<file path="config.mk">
export PLATFORM = sky130hd
export DESIGN_NAME = bram_arbiter
export DESIGN_NICKNAME = d
export VERILOG_FILES = /design/src/rtl/bram_arb_pkg.sv /design/src/rtl/rd_tag_pipe.sv /design/src/rtl/bram_arbiter.sv
export SDC_FILE = /design/constraint.sdc
export NUM_CORES = 1
export LEC_CHECK = 0
export ABC_AREA = 1
export ABC_CLOCK_PERIOD_IN_PS = 3900
export CAP_MARGIN = 20
export CORE_MARGIN = 2
export CORE_UTILIZATION = 31
export CTS_CLUSTER_DIAMETER = 50
export DETAILED_ROUTE_END_ITERATION = 7
export GPL_ROUTABILITY_DRIVEN = 0
export PLACE_DENSITY = 0.88
export SLEW_MARGIN = 30
export SYNTH_ARGS = -nofsm -noshare
export SYNTH_HDL_FRONTEND = slang
export SYNTH_SLANG_ARGS = --single-unit
export TNS_END_PERCENT = 100
</file>
<file path="constraint.sdc">
create_clock -name clk -period 3.9 [get_ports clk]
set_input_delay 0.78 -clock clk [delete_from_list [all_inputs] [get_ports clk]]
set_output_delay 0.78 -clock clk [all_outputs]
set_load 0.05 [all_outputs]
</file>
<file path="src/rtl/bram_arb_pkg.sv">
// bram_arb_pkg: shared state/owner types, channel constants and lane helpers for bram_arbiter
package bram_arb_pkg;
  typedef enum logic [1:0] {S_IDLE, S_COM, S_PDI} state_e;
  typedef enum logic {OWN_COM, OWN_PDI} owner_e;
  localparam logic [1:0] CH_RED = 2'd0, CH_GREEN = 2'd1, CH_BLUE = 2'd2, CH_RSVD = 2'd3;
  typedef struct packed {
    logic   vld;
    owner_e own;
    logic [1:0] ch;
  } tag_t;
  function automatic logic [2:0] lane_mask(input logic [1:0] ch);
    return (ch == CH_RSVD) ? 3'b000 : 3'b001 << ch;
  endfunction
  function automatic logic [7:0] lane_byte(input logic [23:0] w, input logic [1:0] ch);
    return (ch == CH_RED) ? w[7:0] : (ch == CH_GREEN) ? w[15:8] : (ch == CH_BLUE) ? w[23:16] : 8'h00;
  endfunction
endpackage

</file>
<file path="src/rtl/rd_tag_pipe.sv">
// rd_tag_pipe: RD_LAT-deep shift register tracking the owner and channel of each read in flight
module rd_tag_pipe
  import bram_arb_pkg::*;
#(
  parameter int RD_LAT = 1
) (
  input  logic       clk,
  input  logic       rst_n,
  input  logic       vld_i,
  input  logic       own_i,
  input  logic [1:0] ch_i,
  output logic       vld_o,
  output logic       own_o,
  output logic [1:0] ch_o
);
  tag_t [RD_LAT-1:0] pipe_q;
  always_ff @(posedge clk or negedge rst_n) begin
    if (!rst_n) pipe_q <= '0;
    else begin
      pipe_q[0] <= '{vld: vld_i, own: owner_e'(own_i), ch: ch_i};
      for (int i = 1; i < RD_LAT; i++) pipe_q[i] <= pipe_q[i-1];
    end
  end
  assign vld_o = pipe_q[RD_LAT-1].vld;
  assign own_o = pipe_q[RD_LAT-1].own;
  assign ch_o  = pipe_q[RD_LAT-1].ch;
endmodule

</file>
<file path="src/rtl/bram_arbiter.sv">
// bram_arbiter: round-robin, hold-bounded arbiter sharing one RGB BRAM port between com and pdi
module bram_arbiter
  import bram_arb_pkg::*;
#(
  parameter int ADDR_W   = 17,
  parameter int MAX_HOLD = 64,
  parameter int RD_LAT   = 1
) (
  input  logic              clk,
  input  logic              rst_n,
  input  logic              com_req_i,
  output logic              com_gnt_o,
  input  logic              com_we_i,
  input  logic [ADDR_W-1:0] com_addr_i,
  input  logic [1:0]        com_channel_i,
  input  logic [7:0]        com_wdata_i,
  output logic [7:0]        com_rdata_o,
  output logic              com_rvalid_o,
  input  logic              pdi_req_i,
  output logic              pdi_gnt_o,
  input  logic              pdi_we_i,
  input  logic [ADDR_W-1:0] pdi_addr_i,
  input  logic [23:0]       pdi_wdata_i,
  output logic [23:0]       pdi_rdata_o,
  output logic              pdi_rvalid_o,
  output logic [ADDR_W-1:0] mem_addr_o,
  output logic [2:0]        mem_we_o,
  output logic [23:0]       mem_wdata_o,
  input  logic [23:0]       mem_rdata_i
);
  localparam int HW = $clog2(MAX_HOLD);
  state_e state_q, state_d;
  owner_e last_q, last_d;
  logic [HW-1:0] hold_q, hold_d;
  logic com_beat, pdi_beat, hold_full, other_req;
  logic t_vld, t_own;
  logic [1:0] t_ch;
  assign com_gnt_o = state_q == S_COM;
  assign pdi_gnt_o = state_q == S_PDI;
  assign com_beat  = com_gnt_o && com_req_i;
  assign pdi_beat  = pdi_gnt_o && pdi_req_i;
  assign hold_full = hold_q == HW'(MAX_HOLD - 1);
  assign other_req = (com_gnt_o && pdi_req_i) || (pdi_gnt_o && com_req_i);
  always_comb begin
    state_d = state_q;
    unique case (state_q)
      S_IDLE:  state_d = (com_req_i && pdi_req_i) ? ((last_q == OWN_PDI) ? S_COM : S_PDI)
                       : com_req_i ? S_COM : pdi_req_i ? S_PDI : S_IDLE;
      S_COM:   state_d = !pdi_req_i ? (com_req_i ? S_COM : S_IDLE)
                       : (!com_req_i || hold_full) ? S_PDI : S_COM;
      S_PDI:   state_d = !com_req_i ? (pdi_req_i ? S_PDI : S_IDLE)
                       : (!pdi_req_i || hold_full) ? S_COM : S_PDI;
      default: state_d = S_IDLE;
    endcase
    hold_d = (state_d != state_q) ? '0 : other_req ? hold_q + 1'b1 : hold_q;
    last_d = com_gnt_o ? OWN_COM : pdi_gnt_o ? OWN_PDI : last_q;
  end
  always_ff @(posedge clk or negedge rst_n) begin
    if (!rst_n) begin
      state_q <= S_IDLE;
      last_q  <= OWN_PDI;
      hold_q  <= '0;
    end else begin
      state_q <= state_d;
      last_q  <= last_d;
      hold_q  <= hold_d;
    end
  end
  assign mem_addr_o  = com_beat ? com_addr_i : pdi_beat ? pdi_addr_i : '0;
  assign mem_wdata_o = com_beat ? {3{com_wdata_i}} : pdi_beat ? pdi_wdata_i : '0;
  assign mem_we_o    = (com_beat && com_we_i) ? lane_mask(com_channel_i)
                     : (pdi_beat && pdi_we_i) ? 3'b111 : 3'b000;
  // tags follow each read so data lands with its issuer even across grant switches
  rd_tag_pipe #(.RD_LAT(RD_LAT)) u_tags (
    .clk   (clk),
    .rst_n (rst_n),
    .vld_i ((com_beat && !com_we_i) || (pdi_beat && !pdi_we_i)),
    .own_i (!com_beat),
    .ch_i  (com_channel_i),
    .vld_o (t_vld),
    .own_o (t_own),
    .ch_o  (t_ch)
  );
  assign com_rvalid_o = t_vld && !t_own;
  assign pdi_rvalid_o = t_vld && t_own;
  assign com_rdata_o  = com_rvalid_o ? lane_byte(mem_rdata_i, t_ch) : '0;
  assign pdi_rdata_o  = pdi_rvalid_o ? mem_rdata_i : '0;
endmodule

</file>
==> flow_summary.yaml <==
power:
  peakVddDrop_mv: 0.466
  p_per_area_nw_per_um2: 488
  total_power_w: 0.00169
  leakagePower_nw: 1.80
placement:
  dp_cells: 540
  io_buffers: 177
  hpwl_microns: 6160
  place_ws_ps: 597
clocking:
  cts-buffers-inserted: 3
  cts_root_buf: "clkbuf_8"
  postCtsHoldBufs: 0
  clk_latency_ps: 250
  cts_tree: "yes"
  ctsResizeCount: 0
  clock_sinks: 13
  cts_max_level: 1
  path_clk_slew_ps: 60
  postCtsSetupBuffers: 0
  clk_path_buf_depth: 2
final_layout:
  final_cell_mix: "clkdlybuf4s50_1, nand2_1, inv_1"
  instances_no_fill: 544
  utilization_pct: 67.3
  layout_commonest_cell: "clkdlybuf4s50_1"
  fin_nets: 578
  drive_gt1_share_pct: 14.1
  n_antenna_cell: 0
  syn_to_final_growth_pct: 107
synthesis:
  yosysSeqAreaShare_pct: 19.6
  synth_warnings: 0
  ys_seq_elements: 13
  syn_area_sq_um: 1670
  yosysUniqueCellTypes: 29
  synthFlopType: "dfrtp_1"
  yosys-top-cells-area: "nand2_1, dfrtp_1, nand3_1, inv_1, nor2_1"
  yosysTopAreaCellShare_pct: 20.4
  synth_top_cell_by_area: "nand2_1"
  syn_avg_cell_area_sq_um: 5.48
  synth_edf_count: 0
  syn_inst: 305
  synth_fp_nets: 408
  async_flop_share_pct: 100
hold_path:
  hold_depth: 2
  holdCritPathClass: "reg -> reg"
sta:
  slew_headroom_pct: 47.1
  setup_ws_ps: 594
  hold_viol_final: 0
  period_needed_ps: 3310
  rsz0062_at_grt: "false"
  period_share_pct: 84.8
  worst_slew_pin_slew_ps: 791
  fin_tns_setup_ps: 0
  finalSetupViolCount: 0
  skew_ps: 5.55
  drv_slew: 0
  clock.fmax_ghz: 0.302
floorplan:
  die_x_microns: 77.4
  start_util_pct: 32.5
  fp.dieH_microns: 77.4
  fp-row-count: 26
  core_sq_um: 5140
  ios: 178
  die-area_sq_um: 5990
grt:
  grt_pass1_wl_microns: 11600
  grt_usage_pct: 23.7
  antenna_found_initial: 0
  grt-ovfl-total: 0
  grt_pass1_vias: 2340
  grt_max_degree: 44
outcome:
  status: "finished clean"
critical_path:
  startpoint_type: "input pin"
  ff2ff_path_depth: 11
  endpoint_kind: "output pin"
  crit_required_ps: 3120
  crit_fanout: 43
  cp.arrival_ps: 2530
  critical_path_class: "in -> out"
run:
  drv_cap: 0
detailed_routing:
  initialDrtViolationCount: 126
  antenna_left: 0
  vias: 2557
  wl_per_cell_microns: 13.7
  drc: 0
  finalWirelength_microns: 7450
  via_per_inst: 4.70
  first_pass_iters: 4
## worst max-delay path, stage by stage
cell             delay, ps
clkdlybuf4s50_1        540
nand2_1                120
inv_2                  500
nand3_1                210
o21ai_0                190
buf_12                 180
## area by class of cell
cell class | instances | area [sq um]
clock buffer | 4 | 45.0
fill | 460 | 1680
inverter | 53 | 200
multi-input combinational | 226 | 1090
sequential | 13 | 327
tap | 70 | 87.6
timing repair buffer | 178 | 1710
## synth_stat cells, types with 3 or more instances
library cell  count
o22ai_1           5
nor3_1            4
ha_1              5
clkbuf_1          9
nand2_1          91
o21ai_0           7
dfrtp_1          12
buf_2             3
nor2_2            7
nand3_1          49
inv_1            51
nor2_1           31
a21oi_1           6
nand2_2           5
## sequential cells by signal, indices dropped and copies added, names as in the netlist
name / cells
last_q: 1
u_tags.own_o: 1
state_q: 2
hold_q: 6
u_tags.ch_o: 2
u_tags.vld_o: 1
## per-stage QoR
stage / cell area (sq um) / hold WS [ps]
detailed placement: 3410 / 505
CTS: 3460 / 513
global route: 3460 / 564
global placement: 3410 / 503
finish: 3460 / 511
floorplan: 1670 / 484
## layer usage
| metal | GRT usage [%] | wire length, microns | vias to the layer above |
|---|---|---|---|
| met4 | 6.43 | 180 | 0 |
| met2 | 42.7 | 3710 | 125 |
| met1 | 26.4 | 2800 | 1127 |
| met5 | 0 | 0 | - |
| li1 | - | - | 1289 |
| met3 | 8.37 | 768 | 16 |
## path summary, 6_finish.rpt
kind                           endpoint        from  slack, ps
setup / recovery            mem_we_o[1]   pdi_req_i        590
hold / removal                   last_q      last_q        510
setup reg to reg              hold_q[5]  state_q[0]       1790
hold reg to reg                  last_q      last_q        510
max in group asynchronous  u_tags.own_o       rst_n       2590
min in group asynchronous    state_q[0]       rst_n        910
## kinds of logic (layout without fill, tap and decap cells)
group | count (synthesis) | count (layout) | synth area share (%)
fa+ha+maj | 5 | 5 | 3.75
flops | 13 | 13 | 19.6
simple gates | 192 | 192 | 50.4
xor+xnor | 4 | 4 | 2.10
compound gates | 25 | 25 | 9.06
buf+inv | 66 | 235 | 15.1
## report_power, final
part | leakage (nW) | internal [W] | switching (W)
Clock | 0.0228 | 0.0000721 | 0.0000477
Sequential | 0.166 | 0.000164 | 0.0000237
Combinational | 1.62 | 0.000431 | 0.000950
Note: power is estimated with default switching activity, not from simulation.
